File: src/rtl/nibble_deser_pkg.sv
// rtl/nibble_deser_pkg.sv - shared state encoding and sizing constants for nibble_deser
package nibble_deser_pkg;

  typedef enum logic [1:0] {
    IDLE  = 2'd0,
    SHIFT = 2'd1,
    WAIT  = 2'd2
  } state_e;

  localparam int DEFAULT_WIDTH = 4;

`ifdef NIBBLE_DESER_PARITY_EN
  localparam int PARITY_BITS = 1;
`else
  localparam int PARITY_BITS = 0;
`endif

endpackage

File: src/rtl/nibble_deser_outbuf.sv
// rtl/nibble_deser_outbuf.sv - output holding register with valid/ready handshake
module nibble_deser_outbuf
  import nibble_deser_pkg::*;
#(
  parameter int WIDTH = DEFAULT_WIDTH
) (
  input  logic             clk,
  input  logic             clrb,
  input  logic             i_load,
  input  logic [WIDTH-1:0] i_word,
  output logic             o_free,
  output logic [WIDTH-1:0] o_tdata,
  output logic             o_tvalid,
  input  logic             i_tready
);

  logic [WIDTH-1:0] r_data;
  logic             r_valid;

  // Free when empty or being drained this cycle, so a load can replace the word in flight.
  assign o_free   = !r_valid || i_tready;
  assign o_tdata  = r_data;
  assign o_tvalid = r_valid;

  always_ff @(posedge clk or negedge clrb) begin
    if (!clrb) begin
      r_data  <= '0;
      r_valid <= 1'b0;
    end else if (i_load) begin
      r_data  <= i_word;
      r_valid <= 1'b1;
    end else if (r_valid && i_tready) begin
      r_valid <= 1'b0;
    end
  end

endmodule

File: src/rtl/nibble_deser.sv
// rtl/nibble_deser.sv - framed serial-to-parallel deserializer with double-buffered output
// Optional trailing even-parity bit per frame when NIBBLE_DESER_PARITY_EN is defined.
module nibble_deser
  import nibble_deser_pkg::*;
#(
  parameter int WIDTH     = DEFAULT_WIDTH,
  parameter bit MSB_FIRST = 1'b1
) (
  input  logic             clk,
  input  logic             clrb,
  input  logic             sin_valid,
  input  logic             sin_bit,
  input  logic             sin_start,
  output logic [WIDTH-1:0] dout,
  output logic             dout_valid,
  input  logic             dout_ready,
  output logic             busy,
  output logic             overrun,
  input  logic             ovr_clr,
  output logic             perr
);

  localparam int FRAME_LEN = WIDTH + PARITY_BITS;
  localparam int CW        = $clog2(FRAME_LEN + 1);
  localparam logic [CW-1:0] LAST_CNT = CW'(FRAME_LEN - 1);

  state_e           r_state, w_state_nxt;
  logic [CW-1:0]    r_cnt, w_cnt_nxt;
  logic [WIDTH-1:0] r_shift, w_shift_nxt;
  logic [WIDTH-1:0] w_base, w_shift_in, w_word, w_load_word;
  logic             w_ok, w_load, w_free, w_ovr_set;
  logic             r_overrun;

  // A start bit always begins from an empty shifter, which also covers resync.
  always_comb begin
    w_base     = sin_start ? '0 : r_shift;
    w_shift_in = MSB_FIRST ? {w_base[WIDTH-2:0], sin_bit} : {sin_bit, w_base[WIDTH-1:1]};
  end

`ifdef NIBBLE_DESER_PARITY_EN
  // The final bit is parity only; data already sits complete in the shifter.
  assign w_word = r_shift;
  assign w_ok   = ~(^{r_shift, sin_bit});
`else
  assign w_word = w_shift_in;
  assign w_ok   = 1'b1;
`endif

  always_comb begin
    w_state_nxt = r_state;
    w_cnt_nxt   = r_cnt;
    w_shift_nxt = r_shift;
    w_load      = 1'b0;
    w_load_word = r_shift;
    w_ovr_set   = 1'b0;
    case (r_state)
      IDLE: begin
        if (sin_valid && sin_start) begin
          w_shift_nxt = w_shift_in;
          w_cnt_nxt   = CW'(1);
          w_state_nxt = SHIFT;
        end
      end
      SHIFT: begin
        if (sin_valid) begin
          if (sin_start) begin
            w_shift_nxt = w_shift_in;
            w_cnt_nxt   = CW'(1);
          end else if (r_cnt == LAST_CNT) begin
            w_shift_nxt = w_word;
            w_load_word = w_word;
            w_cnt_nxt   = '0;
            if (!w_ok) begin
              w_state_nxt = IDLE;
            end else if (w_free) begin
              w_load      = 1'b1;
              w_state_nxt = IDLE;
            end else begin
              w_state_nxt = WAIT;
            end
          end else begin
            w_shift_nxt = w_shift_in;
            w_cnt_nxt   = r_cnt + CW'(1);
          end
        end
      end
      WAIT: begin
        w_ovr_set = sin_valid;
        if (dout_valid && dout_ready) begin
          w_load      = 1'b1;
          w_state_nxt = IDLE;
        end
      end
      default: w_state_nxt = IDLE;
    endcase
  end

  always_ff @(posedge clk or negedge clrb) begin
    if (!clrb) begin
      r_state <= IDLE;
      r_cnt   <= '0;
      r_shift <= '0;
    end else begin
      r_state <= w_state_nxt;
      r_cnt   <= w_cnt_nxt;
      r_shift <= w_shift_nxt;
    end
  end

  always_ff @(posedge clk or negedge clrb) begin
    if (!clrb) begin
      r_overrun <= 1'b0;
    end else if (w_ovr_set) begin
      r_overrun <= 1'b1;
    end else if (ovr_clr) begin
      r_overrun <= 1'b0;
    end
  end

`ifdef NIBBLE_DESER_PARITY_EN
  logic r_perr;
  logic w_perr_set;

  assign w_perr_set = (r_state == SHIFT) && sin_valid && !sin_start &&
                      (r_cnt == LAST_CNT) && !w_ok;

  always_ff @(posedge clk or negedge clrb) begin
    if (!clrb) begin
      r_perr <= 1'b0;
    end else if (w_perr_set) begin
      r_perr <= 1'b1;
    end else if (ovr_clr) begin
      r_perr <= 1'b0;
    end
  end

  assign perr = r_perr;
`else
  assign perr = 1'b0;
`endif

  assign busy    = (r_state != IDLE);
  assign overrun = r_overrun;

  nibble_deser_outbuf #(
    .WIDTH (WIDTH)
  ) u_outbuf (
    .clk      (clk),
    .clrb     (clrb),
    .i_load   (w_load),
    .i_word   (w_load_word),
    .o_free   (w_free),
    .o_tdata  (dout),
    .o_tvalid (dout_valid),
    .i_tready (dout_ready)
  );

endmodule
File: config.mk
export PLATFORM = sky130hd
export DESIGN_NAME = nibble_deser
export DESIGN_NICKNAME = d
export VERILOG_FILES = /design/src/rtl/nibble_deser_pkg.sv /design/src/rtl/nibble_deser_outbuf.sv /design/src/rtl/nibble_deser.sv
export SDC_FILE = /design/constraint.sdc
export NUM_CORES = 1
export LEC_CHECK = 0
export BUFFER_PORTS_ARGS = -buffer_cell sky130_fd_sc_hd__buf_2
export CORE_MARGIN = 5
export CORE_UTILIZATION = 57
export CTS_CLUSTER_DIAMETER = 40
export DETAILED_ROUTE_END_ITERATION = 8
export PLACE_DENSITY = 0.82
export SETUP_SLACK_MARGIN = 0.2
export SLEW_MARGIN = 20
export SYNTH_ARGS = -nofsm -noshare
export SYNTH_HDL_FRONTEND = slang
export SYNTH_SLANG_ARGS = --single-unit
File: constraint.sdc
create_clock -name clk -period 2.5 [get_ports clk]
set_input_delay 0.5 -clock clk [delete_from_list [all_inputs] [get_ports clk]]
set_output_delay 0.5 -clock clk [all_outputs]
set_load 0.005 [all_outputs]
* Word-level counts from Yosys, hierarchy flattened
Index checks and enable logic that the tools add are counted.
** Operators by class
- Add/sub/neg operators :: 1
- Eq/ne operators :: 8
- Multiplexer cells :: 31
- Reduce and logical (&&, ||, !) cells :: 11
** Operators with widths (count)
- $mux W4 :: 6
- $mux W3 :: 5
- $mux W2 :: 6
- $mux W1 :: 10
- $ne A2 B2 Y1 const B :: 5
- $pmux W4 S2 :: 1
- $reduce_bool A2 Y1 :: 4
- $pmux W2 S3 :: 1
- $pmux W3 S2 :: 1
- $reduce_and A5 Y1 :: 1
- $add A3 B1 Y3 const B :: 1
- $eq A3 B2 Y1 const B :: 1
- $reduce_and A3 Y1 :: 1
- $eq A2 B1 Y1 const B :: 1
- $eq A2 B2 Y1 const B :: 1
- $logic_and A1 B1 Y1 :: 2
- $logic_not A2 Y1 :: 1
- $pmux W1 S2 :: 1
- $logic_not A1 Y1 :: 1
- $logic_or A1 B1 Y1 :: 1
** Word-level totals
- Register bits after elaboration :: 15
- Bits of input ports :: 7
- Word-level logic and storage cells :: 57

* Logic depth before layout (Yosys ltp)
- Word-level depth :: 8
- Mapped depth :: 7

* Modules after synthesis
A second synthesis with hierarchy kept.
** Second synthesis, totals
- Cell total of the unflattened synthesis :: 75
- Area total of the unflattened synthesis :: 815.8 um2
** By module, submodules not included
- nibble_deser :: instances 1, cells each 64, area an instance 633.1 um2, seq. area each 250.2 um2
- nibble_deser_outbuf :: instances 1, cells each 11, area an instance 182.7 um2, seq. area each 125.1 um2

* Least setup slack after synthesis
OpenSTA, ideal clock, no wires.
- Path type :: reg-to-reg
- From :: register r_state[0]
- To :: register r_shift[0]
- Arrival :: 1.448 ns
- Required time :: 2.375 ns
- Setup slack :: 0.927 ns
- Cell stages (with the launch flop) :: 7
- Clock period less this slack :: 1.573 ns
- Path through :: dfrtp_1 -> inv_1 -> ha_1 -> mux2_2 -> nand2_2 -> buf_6 -> mux2_4
** On the way
- Word-level cells in the longest chain between the ends :: 3
- Elaborated cells on any way between the ends :: 7
- Classes of those cells :: eq/ne: 3; mux: 1; reduce/logical: 3
** RTL lines
- from (decl) :: line nibble_deser.sv:27 : state_e r_state, w_state_nxt;
- from (signal assigned) :: line nibble_deser.sv:104 : r_state <= w_state_nxt;
- $eq A2 B1 Y1 / $logic_not A2 Y1 (equally long branches) :: line nibble_deser.sv:56 : case (r_state)
- $ne A2 B2 Y1 (no source line) / $reduce_bool A2 Y1 (equally long branches)
- $reduce_and A3 Y1 (no source line)
- to (signal assigned) :: line nibble_deser.sv:106 : r_shift <= w_shift_nxt;
- to (decl) :: line nibble_deser.sv:29 : logic [WIDTH-1:0] r_shift, w_shift_nxt;
Several ways; a longest one is shown, not always the timed one.
A chain may end at the register's enable or synchronous reset.

* Final worst setup path
- From :: register r_state[0]
- To :: register r_cnt[0]
** On the way
- Word-level cells in the longest chain between the ends :: 3
- Elaborated cells on any way between the ends :: 7
- Classes of those cells :: eq/ne: 3; mux: 1; reduce/logical: 3
** RTL lines
- $eq A2 B1 Y1 / $logic_not A2 Y1 (equally long branches) :: line nibble_deser.sv:56
- $ne A2 B2 Y1 (no source line) / $reduce_bool A2 Y1 (equally long branches)
- $reduce_and A3 Y1 (no source line)
- to (signal assigned) :: line nibble_deser.sv:105 : r_cnt <= w_cnt_nxt;
- to (decl) :: line nibble_deser.sv:28 : logic [CW-1:0] r_cnt, w_cnt_nxt;
Several ways; a longest one is shown, not always the timed one.

==> results.md <==
* Pre-antenna DRT Iters at 4
* Die Wd at 48.0 µm
* Sequential fraction of the synthesis area at 45.5%
* P&R area growth vs syn at 11.1%
* Cell Pwr Density at 921 mW/mm²
* Crit path required time at 2680 ps
* Final ANT Viol Nets at 0
* Top FF cell, synth: dfrtp_1
* Crit share post-route at 67.8%
* Mapped Nets at 90
* Clock root cell: clkbuf_4
* CTS clock-pin slew for the worst setup and hold paths at 90 ps
* Final net count at 106
* Area leader, netlist: dfrtp_1
* Flops & latches, synth at 15
* Crit path DAT at 1870 ps
* Nature of the critical path endpoint: flip-flop
* FMAX at 590 MHz
* Drt wl/cell at around 14 µm
* WS Path Type: reg -> reg
* Std cell rows at 13
* TritonCTS clock tree: built
* Setup crit start kind: flip-flop
* Post-CTS resize count at 0
* MaxCap Viol Count at 0
* Lkg Pwr at approximately 0.44 nW
* Dpl hpwl at 1190 µm
* IO buf count at 13
* Initial antenna violation count at 0
* Synth top area share at 45.5%
* Starting density of the core at between 60% and 70%
* Avg Vias per Cell at 5.57
* Final Skew at 4.34 ps
* Cell area after layout at 916 µm²
* Pins Over Slew Limit at 0
* Core footprint at 0.00133 mm²
* Layout cells sized above 1 at 26.6%
* CTS Sinks at 15
* Final setup violation count at 0
* Asr flop ratio synth at 100%
* Routed wire length at roughly 1500 µm
* Post-synth EDFFs at 0
* Number of hold buffers added after cts at 0
* Final min period at ~1700 ps
* Final Util at 68.7%
* Residual DRC count at 0
* Inserted Diodes at 0
* Clk Latency, worst-skew pair at 280 ps
* Yosys cell types at 30
* RD Place Congestion at 0.821
* Status: complete, no violations
* Synth top area cells: dfrtp_1, ha_1, or3_1, o211a_1, nand2_1
* RSZ-0062 raised after global routing: no
* First-pass GRT wire length at 2650 µm
* Syn Area/Cell at 10.4 µm²
* Cells after Synth at 79
* Final hold violations at 0
* H-tree levels at 1
* GRT Residual Overflow at 0
* Placed Area at 890 µm²
* Max Buffers Root-to-Sink at 2
* Post-CTS Setup Bufs at 0
* Cts bufs inserted at 3
* Starting DRT DRC Count at 11
* VDD IR max at around 460 µV
* Yosys warnings at 0
* Gr usage total at between 10% and 20%
* Die span in y at 48.0 µm
* Vias in the first global route at 583
* CP max FO at 11
* IO Pins at 15
* Routed vias at 607
* Fin Setup TNS at 0 ps
* Hold Crit Class: in -> async
* Post-Syn Area at 825 µm²
* Die Area at 0.00231 mm²
* Largest net degree at the start of global routing at 16
-- per-stage QoR --
step	setup slack, ps	hold WS (ps)	instances	power (W)
after global routing	696	104	109	0.000925
after CTS	807	105	109	0.000852
final	804	104	109	0.000843
after global placement	863	421	105	0.000694
after detailed placement	820	420	105	0.000712
after floorplan	927	204	79	0.000615
-- logic make-up after synthesis --
kind of cell	synth area share, %
adders and majority gates	6.07
other	0.455
AOI/OAI and AO/OA	14.6
DFF	45.5
buffers and inverters	4.10
and+or+nand+nor	23.5
muxes	5.77
-- cell usage after synthesis (2+ instances only) --
master and instances:
mux2_2 2, dfrtp_1 15, nand2b_1 4, o211a_1 4, ha_1 4, nor2_1 2
inv_1 4, or3_1 8, nand2_1 10, o21ai_0 6
-- sequential cells by signal, summed over array words and instances (netlist names) --
| register | flops |
|---|---|
| u_outbuf.o_tvalid | 1 |
| overrun | 1 |
| r_shift | 4 |
| r_cnt | 3 |
| r_state | 2 |
| u_outbuf.o_tdata | 4 |
-- worst max-delay path, stage by stage (launching register included) --
cell and delay (ps):
dfrtp_1 390, inv_1 110, ha_1 200, mux2_2 350, nand2_2 180, mux2_2 350
-- cells in the final DEF (no fill, tap or decap), types with 2 or more instances in the layout --
| cell | Yosys | final |
|---|---|---|
| inv_1 | 4 | 4 |
| o21ai_0 | 6 | 6 |
| or3_1 | 8 | 8 |
| clkbuf_4 | 0 | 3 |
| mux2_2 | 2 | 2 |
| dfrtp_1 | 15 | 15 |
| nor2_1 | 2 | 2 |
| nand2b_1 | 4 | 4 |
| ha_1 | 4 | 4 |
| buf_2 | 0 | 13 |
| nand2_1 | 10 | 10 |
| o211a_1 | 4 | 4 |
-- final timing paths --
path                            end  slack (ps)       start  cells past startpoint
max                        r_cnt[0]         800  r_state[0]                      5
min                        r_cnt[2]         100        clrb                      1
max reg2reg                r_cnt[0]         800  r_state[0]                      5
min reg2reg                r_cnt[1]         500    r_cnt[1]                      2
max in group asynchronous  r_cnt[1]        2150        clrb                      1
min in group clk            overrun         410     ovr_clr                      2
-- layer usage --
metal | wire length (µm) | vias up | share of wire [%] | track usage (%)
met5 | 0 | - | 0 | 0
met4 | 22 | 0 | 1.5 | 9.68
met3 | 74 | 4 | 5.0 | 4.51
met2 | 678 | 12 | 45 | 25.1
met1 | 719 | 287 | 48 | 22.9
li1 | - | 304 | - | -
-- final cells by class --
| class | count | area (µm²) |
|---|---|---|
| Multi-Input combinational cell | 58 | 415 |
| Timing Repair Buffer | 13 | 65.1 |
| Inverter | 4 | 15.0 |
| Clock buffer | 4 | 26.3 |
| Tap cell | 15 | 18.8 |
| Sequential cell | 15 | 375 |
| Fill cell | 109 | 418 |
-- power by group --
part,leakage [nW],switching (W),internal [W],total [W]
clock network,0.0150,0.0000758,0.0000620,0.000138
registers,0.193,0.0000542,0.000321,0.000375
logic,0.231,0.000167,0.000163,0.000330
total,0.440,0.000297,0.000546,0.000843
(Power assumes the default switching activity.)
